**src/rtl/datapath_pipe_if.sv**
```systemverilog
// ---------------------------------------------------------------------------
// datapath_pipe_if
//   Bundles the issue handshake, the decoded operation fields, and the
//   writeback/flag observation signals that pass between the control unit and
//   the datapath.
//
//   Parameters:
//     DW   - datapath width in bits
//     NREG - number of general registers (AW = $clog2(NREG))
//
//   Signals (direction as seen by the datapath / slave modport):
//     in_valid  in   operation presented by the control unit
//     in_ready  out  datapath can accept an operation this cycle
//     rs        in   source A register index
//     rt        in   source B register index / default destination
//     rd        in   alternate destination
//     regdes    in   0: dest=rt, 1: dest=rd
//     sel_srcb  in   0: srcB=reg[rt], 1: srcB=imm
//     imm       in   immediate operand
//     memtoreg  in   write mem_data instead of the ALU result
//     mem_data  in   load data, sampled at accept
//     alucs     in   ALU operation code
//     regwrite  in   write the destination at writeback
//     flagwrite in   update carry/zero flags
//     wb_valid  out  writeback stage holds a result this cycle
//     wb_rd     out  writeback destination
//     wb_data   out  writeback data
//     carry_flag out registered carry
//     zero_flag out  registered zero
//
//   Modports: master (control unit side), slave (datapath side).
// ---------------------------------------------------------------------------
interface datapath_pipe_if #(
  parameter int DW   = 8,
  parameter int NREG = 4
);
  localparam int AW = $clog2(NREG);

  logic          in_valid;
  logic          in_ready;
  logic [AW-1:0] rs;
  logic [AW-1:0] rt;
  logic [AW-1:0] rd;
  logic          regdes;
  logic          sel_srcb;
  logic [DW-1:0] imm;
  logic          memtoreg;
  logic [DW-1:0] mem_data;
  logic [2:0]    alucs;
  logic          regwrite;
  logic          flagwrite;
  logic          wb_valid;
  logic [AW-1:0] wb_rd;
  logic [DW-1:0] wb_data;
  logic          carry_flag;
  logic          zero_flag;

  modport master (
    output in_valid, rs, rt, rd, regdes, sel_srcb, imm, memtoreg, mem_data,
           alucs, regwrite, flagwrite,
    input  in_ready, wb_valid, wb_rd, wb_data, carry_flag, zero_flag
  );

  modport slave (
    input  in_valid, rs, rt, rd, regdes, sel_srcb, imm, memtoreg, mem_data,
           alucs, regwrite, flagwrite,
    output in_ready, wb_valid, wb_rd, wb_data, carry_flag, zero_flag
  );
endinterface

```
**src/rtl/datapath_pipe.sv**
```systemverilog
// ---------------------------------------------------------------------------
// datapath_pipe
//   Parametrised CPU datapath: register file, operand selection, ALU with a
//   registered carry/zero flag pair, a one-deep writeback stage, and a
//   multi-cycle shift-add multiplier. The control unit issues one operation
//   per accepted valid/ready handshake.
//
//   Ports:
//     clk    - system clock, all state updates on the rising edge
//     rst_n  - synchronous active-low reset
//     bus    - datapath_pipe_if.slave: issue handshake, operation fields,
//              writeback outputs and flags
//
//   Configuration macro:
//     DATAPATH_FWD_EN - when defined, register reads that hit the index held
//                       in a valid writeback stage return the writeback data,
//                       so back-to-back dependent operations see the new
//                       value. When undefined, reads return the register file
//                       contents and the control unit must leave one idle
//                       cycle between dependent operations.
// ---------------------------------------------------------------------------
module datapath_pipe #(
  parameter int DW   = 8,
  parameter int NREG = 4
) (
  input  logic            clk,
  input  logic            rst_n,
  datapath_pipe_if.slave  bus
);

  localparam int AW = $clog2(NREG);
  localparam int CW = $clog2(DW);

  // ALU operation codes
  localparam logic [2:0] OP_ADD  = 3'b000;
  localparam logic [2:0] OP_ADC  = 3'b001;
  localparam logic [2:0] OP_SUB  = 3'b010;
  localparam logic [2:0] OP_AND  = 3'b011;
  localparam logic [2:0] OP_OR   = 3'b100;
  localparam logic [2:0] OP_XOR  = 3'b101;
  localparam logic [2:0] OP_SHL1 = 3'b110;
  localparam logic [2:0] OP_MUL  = 3'b111;

  // Controller states
  localparam logic [0:0] ST_IDLE = 1'b0;
  localparam logic [0:0] ST_MUL  = 1'b1;

  // Architectural state
  logic [DW-1:0]   regFile_q [NREG];
  logic [0:0]      state_q,     state_d;
  logic            carry_q,     carry_d;
  logic            zero_q,      zero_d;

  // Writeback stage
  logic            wbValid_q,   wbValid_d;
  logic [AW-1:0]   wbRd_q,      wbRd_d;
  logic [DW-1:0]   wbData_q,    wbData_d;

  // Multiplier working registers
  logic [2*DW-1:0] mulAcc_q,    mulAcc_d;
  logic [2*DW-1:0] mulCand_q,   mulCand_d;
  logic [DW-1:0]   mulPlier_q,  mulPlier_d;
  logic [CW-1:0]   mulCount_q,  mulCount_d;

  // Fields of the multiply held until its result lands in writeback
  logic [AW-1:0]   mulDest_q,   mulDest_d;
  logic            mulRegWr_q,  mulRegWr_d;
  logic            mulFlagWr_q, mulFlagWr_d;
  logic            mulMemTo_q,  mulMemTo_d;
  logic [DW-1:0]   mulMemData_q, mulMemData_d;

  // Combinational helpers
  logic            accept;
  logic [AW-1:0]   issueDest;
  logic [DW-1:0]   regA;
  logic [DW-1:0]   regB;
  logic [DW-1:0]   opB;
  logic [DW:0]     addExt;
  logic [DW:0]     adcExt;
  logic [DW:0]     subExt;
  logic [DW-1:0]   aluRes;
  logic            aluCarry;
  logic [2*DW-1:0] mulSum;

  assign accept    = bus.in_valid && (state_q == ST_IDLE);
  assign issueDest = bus.regdes ? bus.rd : bus.rt;

  // Register read ports. With forwarding enabled, a read that matches the
  // index sitting in a valid writeback stage takes the writeback data, since
  // that value only reaches the register file on the coming edge.
  always_comb begin
    regA = regFile_q[bus.rs];
    regB = regFile_q[bus.rt];
`ifdef DATAPATH_FWD_EN
    if (wbValid_q && (wbRd_q == bus.rs)) begin
      regA = wbData_q;
    end
    if (wbValid_q && (wbRd_q == bus.rt)) begin
      regB = wbData_q;
    end
`endif
  end

  assign opB = bus.sel_srcb ? bus.imm : regB;

  // Extended arithmetic so the carry/borrow falls out as bit DW.
  assign addExt = {1'b0, regA} + {1'b0, opB};
  assign adcExt = addExt + {{DW{1'b0}}, carry_q};
  assign subExt = {1'b0, regA} - {1'b0, opB};

  // Single-cycle ALU. MUL is computed by the iterative multiplier, so it
  // falls to the default arm here and that value never reaches writeback.
  always_comb begin
    aluRes   = '0;
    aluCarry = 1'b0;
    case (bus.alucs)
      OP_ADD: begin
        aluRes   = addExt[DW-1:0];
        aluCarry = addExt[DW];
      end
      OP_ADC: begin
        aluRes   = adcExt[DW-1:0];
        aluCarry = adcExt[DW];
      end
      OP_SUB: begin
        aluRes   = subExt[DW-1:0];
        aluCarry = subExt[DW];
      end
      OP_AND:  aluRes = regA & opB;
      OP_OR:   aluRes = regA | opB;
      OP_XOR:  aluRes = regA ^ opB;
      OP_SHL1: begin
        aluRes   = {regA[DW-2:0], 1'b0};
        aluCarry = regA[DW-1];
      end
      default: begin
        aluRes   = '0;
        aluCarry = 1'b0;
      end
    endcase
  end

  // One shift-add step: add the shifted multiplicand when the current
  // multiplier LSB is set.
  assign mulSum = mulAcc_q + (mulPlier_q[0] ? mulCand_q : '0);

  // Next-state logic. The writeback stage only stays valid for one cycle;
  // it is reloaded whenever a new result is produced and otherwise drops
  // its valid bit while keeping the last destination and data visible.
  always_comb begin
    state_d      = state_q;
    carry_d      = carry_q;
    zero_d       = zero_q;
    wbValid_d    = 1'b0;
    wbRd_d       = wbRd_q;
    wbData_d     = wbData_q;
    mulAcc_d     = mulAcc_q;
    mulCand_d    = mulCand_q;
    mulPlier_d   = mulPlier_q;
    mulCount_d   = mulCount_q;
    mulDest_d    = mulDest_q;
    mulRegWr_d   = mulRegWr_q;
    mulFlagWr_d  = mulFlagWr_q;
    mulMemTo_d   = mulMemTo_q;
    mulMemData_d = mulMemData_q;

    case (state_q)
      ST_IDLE: begin
        if (accept) begin
          if (bus.alucs == OP_MUL) begin
            state_d      = ST_MUL;
            mulAcc_d     = '0;
            mulCand_d    = {{DW{1'b0}}, regA};
            mulPlier_d   = opB;
            mulCount_d   = '0;
            mulDest_d    = issueDest;
            mulRegWr_d   = bus.regwrite;
            mulFlagWr_d  = bus.flagwrite;
            mulMemTo_d   = bus.memtoreg;
            mulMemData_d = bus.mem_data;
          end else begin
            wbValid_d = bus.regwrite;
            wbRd_d    = issueDest;
            wbData_d  = bus.memtoreg ? bus.mem_data : aluRes;
            if (bus.flagwrite) begin
              carry_d = aluCarry;
              zero_d  = (aluRes == '0);
            end
          end
        end
      end

      ST_MUL: begin
        mulAcc_d   = mulSum;
        mulCand_d  = {mulCand_q[2*DW-2:0], 1'b0};
        mulPlier_d = {1'b0, mulPlier_q[DW-1:1]};
        mulCount_d = mulCount_q + 1'b1;
        // Last of the DW steps: mulSum is the complete product.
        if (mulCount_q == CW'(DW - 1)) begin
          state_d   = ST_IDLE;
          wbValid_d = mulRegWr_q;
          wbRd_d    = mulDest_q;
          wbData_d  = mulMemTo_q ? mulMemData_q : mulSum[DW-1:0];
          if (mulFlagWr_q) begin
            carry_d = |mulSum[2*DW-1:DW];
            zero_d  = (mulSum[DW-1:0] == '0);
          end
        end
      end

      default: state_d = ST_IDLE;
    endcase
  end

  // Control, flag, writeback-stage and multiplier registers. A reset in the
  // middle of a multiply returns to IDLE with writeback invalid, so the
  // partial product is simply dropped.
  always_ff @(posedge clk) begin
    if (!rst_n) begin
      state_q      <= ST_IDLE;
      carry_q      <= 1'b0;
      zero_q       <= 1'b0;
      wbValid_q    <= 1'b0;
      wbRd_q       <= '0;
      wbData_q     <= '0;
      mulAcc_q     <= '0;
      mulCand_q    <= '0;
      mulPlier_q   <= '0;
      mulCount_q   <= '0;
      mulDest_q    <= '0;
      mulRegWr_q   <= 1'b0;
      mulFlagWr_q  <= 1'b0;
      mulMemTo_q   <= 1'b0;
      mulMemData_q <= '0;
    end else begin
      state_q      <= state_d;
      carry_q      <= carry_d;
      zero_q       <= zero_d;
      wbValid_q    <= wbValid_d;
      wbRd_q       <= wbRd_d;
      wbData_q     <= wbData_d;
      mulAcc_q     <= mulAcc_d;
      mulCand_q    <= mulCand_d;
      mulPlier_q   <= mulPlier_d;
      mulCount_q   <= mulCount_d;
      mulDest_q    <= mulDest_d;
      mulRegWr_q   <= mulRegWr_d;
      mulFlagWr_q  <= mulFlagWr_d;
      mulMemTo_q   <= mulMemTo_d;
      mulMemData_q <= mulMemData_d;
    end
  end

  // Register file: written from the writeback stage one edge after the
  // result was latched, independently of whatever is being issued that edge.
  always_ff @(posedge clk) begin
    if (!rst_n) begin
      for (int i = 0; i < NREG; i++) begin
        regFile_q[i] <= '0;
      end
    end else if (wbValid_q) begin
      regFile_q[wbRd_q] <= wbData_q;
    end
  end

  assign bus.in_ready   = (state_q == ST_IDLE);
  assign bus.wb_valid   = wbValid_q;
  assign bus.wb_rd      = wbRd_q;
  assign bus.wb_data    = wbData_q;
  assign bus.carry_flag = carry_q;
  assign bus.zero_flag  = zero_q;

endmodule

```
**src/flat_wrapper.sv**
```systemverilog
// flat-port wrapper written by rule: the top's interface ports become plain ports
module datapath_pipe_flat 
#(
  parameter int DW   = 8,
  parameter int NREG = 4
)
  (clk, rst_n, bus_in_valid, bus_rs, bus_rt, bus_rd, bus_regdes, bus_sel_srcb, bus_imm, bus_memtoreg, bus_mem_data, bus_alucs, bus_regwrite, bus_flagwrite, bus_in_ready, bus_wb_valid, bus_wb_rd, bus_wb_data, bus_carry_flag, bus_zero_flag);
  datapath_pipe_if #(.DW(DW), .NREG(NREG)) bus_i ();
  input  logic clk;
  input  logic rst_n;
  input wire logic [$bits(bus_i.in_valid)-1:0] bus_in_valid;
  input wire logic [$bits(bus_i.rs)-1:0] bus_rs;
  input wire logic [$bits(bus_i.rt)-1:0] bus_rt;
  input wire logic [$bits(bus_i.rd)-1:0] bus_rd;
  input wire logic [$bits(bus_i.regdes)-1:0] bus_regdes;
  input wire logic [$bits(bus_i.sel_srcb)-1:0] bus_sel_srcb;
  input wire logic [$bits(bus_i.imm)-1:0] bus_imm;
  input wire logic [$bits(bus_i.memtoreg)-1:0] bus_memtoreg;
  input wire logic [$bits(bus_i.mem_data)-1:0] bus_mem_data;
  input wire logic [$bits(bus_i.alucs)-1:0] bus_alucs;
  input wire logic [$bits(bus_i.regwrite)-1:0] bus_regwrite;
  input wire logic [$bits(bus_i.flagwrite)-1:0] bus_flagwrite;
  output wire logic [$bits(bus_i.in_ready)-1:0] bus_in_ready;
  output wire logic [$bits(bus_i.wb_valid)-1:0] bus_wb_valid;
  output wire logic [$bits(bus_i.wb_rd)-1:0] bus_wb_rd;
  output wire logic [$bits(bus_i.wb_data)-1:0] bus_wb_data;
  output wire logic [$bits(bus_i.carry_flag)-1:0] bus_carry_flag;
  output wire logic [$bits(bus_i.zero_flag)-1:0] bus_zero_flag;
  assign bus_i.in_valid = bus_in_valid;
  assign bus_i.rs = bus_rs;
  assign bus_i.rt = bus_rt;
  assign bus_i.rd = bus_rd;
  assign bus_i.regdes = bus_regdes;
  assign bus_i.sel_srcb = bus_sel_srcb;
  assign bus_i.imm = bus_imm;
  assign bus_i.memtoreg = bus_memtoreg;
  assign bus_i.mem_data = bus_mem_data;
  assign bus_i.alucs = bus_alucs;
  assign bus_i.regwrite = bus_regwrite;
  assign bus_i.flagwrite = bus_flagwrite;
  assign bus_in_ready = bus_i.in_ready;
  assign bus_wb_valid = bus_i.wb_valid;
  assign bus_wb_rd = bus_i.wb_rd;
  assign bus_wb_data = bus_i.wb_data;
  assign bus_carry_flag = bus_i.carry_flag;
  assign bus_zero_flag = bus_i.zero_flag;
  datapath_pipe #(.DW(DW), .NREG(NREG)) u_core (.clk(clk), .rst_n(rst_n), .bus(bus_i));
endmodule
```
**config.mk**
```make
export PLATFORM = sky130hd
export DESIGN_NAME = datapath_pipe_flat
export DESIGN_NICKNAME = d
export VERILOG_FILES = /design/src/rtl/datapath_pipe_if.sv /design/src/rtl/datapath_pipe.sv /design/src/flat_wrapper.sv
export SDC_FILE = /design/constraint.sdc
export NUM_CORES = 1
export LEC_CHECK = 0
export ABC_AREA = 1
export BUFFER_PORTS_ARGS = -buffer_cell sky130_fd_sc_hd__buf_4
export CORE_AREA = 2 2 117 119
export CTS_BUF_LIST = sky130_fd_sc_hd__clkbuf_8 sky130_fd_sc_hd__clkbuf_16
export CTS_CLUSTER_SIZE = 20
export DETAILED_ROUTE_END_ITERATION = 8
export DIE_AREA = 0 0 119 121
export PLACE_DENSITY = 0.79
export SLEW_MARGIN = 5
export SYNTH_ARGS = -nofsm -noshare
export SYNTH_HDL_FRONTEND = slang
export SYNTH_SLANG_ARGS = --single-unit
```
**constraint.sdc**
```tcl
create_clock -name clk -period 9.05 [get_ports clk]
set_input_delay 1.3575 -clock clk [delete_from_list [all_inputs] [get_ports clk]]
set_output_delay 1.3575 -clock clk [all_outputs]
set_load 0.005 [all_outputs]
```
# [Word level (Yosys, flattened, before mapping)]
# Memory sizes are Yosys's and may differ from the RTL's.
# Cells that the tools add are included.
[word_totals] ff_bits=70 ram_bits=32 in_bits=33 out_inout_bits=14 elab_cells=103 mem_count=1
[memory_table] memory="u_core.regFile_q" words=4 word_bits=8 rd=2 rd_ports_with_merged_regs=0 write_ports=4 line_no="datapath_pipe.sv:49" rtl="logic [DW-1:0] regFile_q [NREG];"
[op_classes] addsub=5 n_eq_ne=14 n_mux=54 bitwise=4 reduce_logical=10
[ops] op="$mux 16" count=5
[ops] op="$mux 8" count=9
[ops] op="$pmux 16 s2" count=2
[ops] op="$pmux 8 s7" count=1
[ops] op="$pmux 8 s2" count=2
[ops] op="$mux 1" count=21
[ops] op="$add 16x16->16" count=1
[ops] op="$logic_not 8->1" count=2
[ops] op="$reduce_or 8->1" count=2
[ops] op="$eq 3x3->1 const B" count=5
[ops] op="$mux 2" count=5
[ops] op="$add 8x8->9" count=1
[ops] op="$add 9x1->9" count=1
[ops] op="$sub 8x8->9" count=1
[ops] op="$and 8x8->8" count=1
[ops] op="$ne 2x2->1 const B" count=4
[ops] op="$or 8x8->8" count=1
[ops] op="$pmux 1 s2" count=4
[ops] op="$xor 8x8->8" count=1
[ops] op="$eq 3x2->1 const B" count=2
[ops] op="$mux 3" count=2
[ops] op="$pmux 3 s2" count=1
[ops] op="$reduce_and 3->1" count=2
[ops] op="$reduce_and 5->1" count=1
[ops] op="other kinds (9)" count=10

# [Logic depth before layout (Yosys ltp)]
# An unclocked memory read counts as a cell.
[depth] ltp_word=10 ltp_mapped=25 ltp_nobuf=24

# [Least setup slack after synthesis]
# No wires, ideal clock.
[synth_path] path_kind="input to register" startpoint="in bus_rt[0]" endpoint="reg u_core.zero_q, in the netlist u_core.bus.zero_flag" setup_ns=0.070 arrival_ns=3.929 t_required_ns=8.980 path_slack_ns=5.051 stages=23 path_buffers=1 path_cell_list="clkinv_1 > clkbuf_1 > o21ai_0 > nand2_1 > nand2_1 > o21ai_0 > inv_1 > fa_1 > inv_1 > ha_1 > inv_1 > nand2_1 > nand3_1 > nand2_1 > nor2_1 > nand2_1 > nor2_1 > nand2_1 > nor2_1 > nand2_1 > nor2_1 > nand2_1 > a21oi_1"
[synth_between] elab_chain_len=10 elab_cells_between_ends=14 classes_between="add/sub (3); mux (6); bitwise (3); reduce/logical (1); memory (1)"
[synth_lines] item="start: declaration" line_no="flat_wrapper.sv:13" rtl="input wire logic [$bits(bus_i.rt)-1:0] bus_rt;"
[synth_lines] item="$mem_v2 4x8 *"
[synth_lines] item="$mux 8 *" line_no="datapath_pipe.sv:104" rtl="assign opB = bus.sel_srcb ? bus.imm : regB;"
[synth_lines] item="$add 8x8->9" line_no="datapath_pipe.sv:107" rtl="assign addExt = {1'b0, regA} + {1'b0, opB};"
[synth_lines] item="$add 9x1->9" line_no="datapath_pipe.sv:108" rtl="assign adcExt = addExt + {{DW{1'b0}}, carry_q};"
[synth_lines] item="$pmux 8 s7 *" line_no="datapath_pipe.sv:116" rtl="case (bus.alucs)"
[synth_lines] item="$logic_not 8->1 *" line_no="datapath_pipe.sv:187" rtl="zero_d = (aluRes == '0);"
[synth_lines] item="$mux 1 *" line_no="datapath_pipe.sv:185" rtl="if (bus.flagwrite) begin"
[synth_lines] item="$mux 1 *" line_no="datapath_pipe.sv:170" rtl="if (bus.alucs == OP_MUL) begin"
[synth_lines] item="$mux 1 *" line_no="datapath_pipe.sv:169" rtl="if (accept) begin"
[synth_lines] item="$pmux 1 s2 *" line_no="datapath_pipe.sv:167" rtl="case (state_q)"
[synth_lines] item="end signal: assignment" line_no="datapath_pipe.sv:238" rtl="zero_q <= zero_d;"
[synth_lines] item="end: declaration" line_no="datapath_pipe.sv:52" rtl="logic zero_q, zero_d;"
# Mark *: on every way between the ends. The rest lies on a longest branch, timed or not. The select of a mux whose other input is x is not followed.
# A chain may end at the register's enable or synchronous reset.

# [Final worst setup path]
# Ends and elaborated chain as after synthesis.

==> reports/qor.yml <==
clocking:
  cts_buffers: 9
  htreeDepth: 3
  cts_resized: 0
  clk_pin_slew_worst_paths_ps: 70
  root_buffer: "clkbuf_16"
  holdBufCountCts: 0
  cts_tree: "yes"
  clock_path_buffers: 2
  cts_sinks: 102
  clk_latency_ps: 360
  postCtsSetupBuffers: 0
job:
  drv_cap: 0
drt:
  ant_nets: 0
  drc: 0
  drtIter0Drc: 635
  detail_route.vias_per_cell: 5.51
  vias: 7140
  wl_per_cell_um: 15.1
  wl_mm: 19.6
  drtPass1Iterations: 6
synthesis:
  muxShareOfSynthArea_pct: 0
  ys_seq_area_share_pct: 33.2
  synth_warnings: 0
  synth_top_family_by_area: "simple AND/OR/NAND/NOR gates"
  synth_compound_area_share_pct: 15.4
  synth_fa_ha_area_share_pct: 8.41
  dominantRegCellSynth: "dfxtp_1"
  synth_xor_area_share_pct: 0.986
  synthesis.nets: 1175
  postSynthRegisterBits: 102
  synthSimpleGateAreaFrac_pct: 31.9
  netlist.area_leader.share_pct: 19.7
  synth_area_um2: 7110
  async_flop_share_pct: 0
  synth_top_area_cell: "dfxtp_1"
  synthDistinctLibCells: 37
  netlist_top_cells_area: "dfxtp_1, nand2_1, edfxtp_1, ha_1, nor2_1"
  synth_edf_count: 32
  avgSynthCellArea_um2: 6.49
  synthCells: 1096
worst_setup_path:
  r2r_cells: 21
  end_kind: "flop"
  r2r_start: "u_core.regFile_q[2][0]$_SDFFCE_PN0P_"
  r2r_end: "u_core.bus.zero_flag$_SDFFE_PN0P_"
  cp.required_ps: 9340
  crit_arrival_ps: 4730
  worst-setup-path-type: "input port to flop"
  crit_fanout: 19
  startpoint_type: "input port"
  regToRegSetupSlack_ps: 5910
power_and_ir_drop:
  power_frac_clock_pct: 34.7
  ir_drop_v: 0.000130
  combPwrFrac_pct: 21.7
  p_seq_share_pct: 43.7
  internal_power_uw: 767
  p_leak_uw: 0.00374
  p_per_area_nw_per_um2: 145
  netSwitchingPower_uw: 372
  switching_share_pct: 32.7
final_layout:
  nNetsFinal: 1195
  diodes: 0
  drive_gt1_share_pct: 8.03
  syn_to_final_growth_pct: 10.1
  final_common_cell: "nand2_1"
  final_cell_mix: "nand2_1, nor2_1, inv_1"
sta:
  worst_slew_pin_slew_ps: 769
  setup_tns_ps: 0
  slew_headroom_pct: 48.7
  clock_skew_ps: 9.69
  grt_setup_unrepaired: "no"
  final_hold_viol_count: 0
  timing.fmax_ghz: 0.225
  period_minus_slack_ps: 4440
  timing.final.crit_share_pct: 49.1
  slew_viol_final: 0
  setup_viol: 0
  worst_hold_slack_ps: 468
grt:
  antenna_found_initial: 0
  grt_max_degree: 61
  grt-ovfl-total: 0
  grt_pass1_vias: 6495
  grt_pass1_wl_mm: 32.1
  grt.total_usage_pct: 28.0
placed_design:
  post-dp-hpwl_mm: 14.9
  place_congestion: 1.01
  port_buffers: 46
min_path:
  hold_end: "u_core.mulPlier_q[7]$_SDFFE_PN0P_"
  hold_path_class: "flop to flop"
  hold_depth: 2
  hold_start: "u_core.mulPlier_q[7]$_SDFFE_PN0P_"
floorplan:
  core_um2: 13100
  fp.dieH_um: 121
  ioPinCount: 47
  rows: 42
  dieArea_um2: 14400
  start_util_pct: 54.3
  die_w_um: 119
status:
  outcome: "finished clean"
## final cells by class
class	count	area [um^2]
well taps	176	220
repair buffers	49	368
clock inverters	6	65.1
clock buffers	10	239
flip-flops and latches	102	2360
fillers	1256	5260
multi-input cells	810	4030
inverters	144	541
## critical path: stages
cell and delay (ps):
buf_4 170, clkinv_1 390, a21oi_1 260, o21ai_0 100, nand2_1 70, nand2_1 40, o21ai_0 240, inv_1 200
fa_1 500, inv_1 130, nand2_1 90, nand2_1 130, nor2_1 80, nor2_1 90, nand3_1 140, nor2_1 170
nand2_1 70, nor2_1 80, nand2_1 50, nor2_1 80, nand2_1 50, nor2_1 80, nand2_1 50, a21oi_1 120
## logic make-up (layout without fill, tap and decap cells)
logic type / after synthesis / count (layout)
compound gates: 201 / 201
xor+xnor: 8 / 8
fa+ha+maj: 46 / 46
buf+inv: 184 / 209
flops: 102 / 102
simple gates: 555 / 555
## worst max path at each step
stage	from	slack, ps	to	cells after the start
floorplan	bus_rt[0]	5050	u_core.bus.zero_flag$_SDFFE_PN0P_	23
global placement	bus_rt[0]	4420	u_core.bus.zero_flag$_SDFFE_PN0P_	24
detailed placement	bus_rt[0]	4320	u_core.bus.zero_flag$_SDFFE_PN0P_	23
CTS	bus_rt[0]	4670	u_core.bus.zero_flag$_SDFFE_PN0P_	23
global route	bus_rt[0]	4090	u_core.bus.zero_flag$_SDFFE_PN0P_	23
finish	bus_rt[0]	4610	u_core.bus.zero_flag$_SDFFE_PN0P_	24
## Yosys cell counts (all sizes together), types with 3 or more instances
master  count
fa          3
nand3      65
edfxtp     32
clkbuf     27
ha         43
o22ai       6
o21a        5
nor2      144
nand4      15
nand3b      3
xor2        8
buf        13
a21oi      73
dfxtp      70
a211oi      3
inv       142
a31oi      19
nand2     317
nor3        8
o21ai      82
o211ai      6
## per-stage QoR
| stage | instances | setup slack (ps) | util [%] | cell area (um^2) | total power, uW |
|---|---|---|---|---|---|
| 6_report | 1297 | 4610 | 59.8 | 7830 | 1140 |
| 5_1_grt | 1297 | 4090 | 59.8 | 7830 | 1190 |
| 4_1_cts | 1297 | 4670 | 59.8 | 7830 | 1140 |
| 3_5_place_dp | 1281 | 4320 | 57.5 | 7520 | 747 |
| 3_3_place_gp | 1281 | 4420 | 57.5 | 7520 | 748 |
| 2_1_floorplan | 1096 | 5050 | - | 7110 | 672 |
## power groups by stage
stage	sequential (uW)	clock [uW]	combinational, uW
after floorplan	503	0	169
after global routing	499	413	277
after CTS	497	397	242
after global placement	507	0	240
after detailed placement	507	0	240
final	497	395	246
## state kept, by name (all words and copies together), names as in the netlist, 2 cells and up
signal and flops:
u_core.mulCand_q 16, u_core.bus.wb_rd 2, u_core.mulDest_q 2, u_core.regFile_q 32
u_core.mulAcc_q 16, u_core.mulCount_q 3, u_core.mulPlier_q 8, u_core.bus.wb_data 8
u_core.mulMemData_q 8
## layer usage
metal / share of wire [%] / vias up / GRT usage (%)
li1: - / 3580 / -
met1: 45 / 3261 / 39.3
met2: 44 / 269 / 44.4
met3: 8.7 / 30 / 4.84
met4: 2.1 / 0 / 8.56
met5: 0 / - / 0
Power figures use the tool's default switching activity.
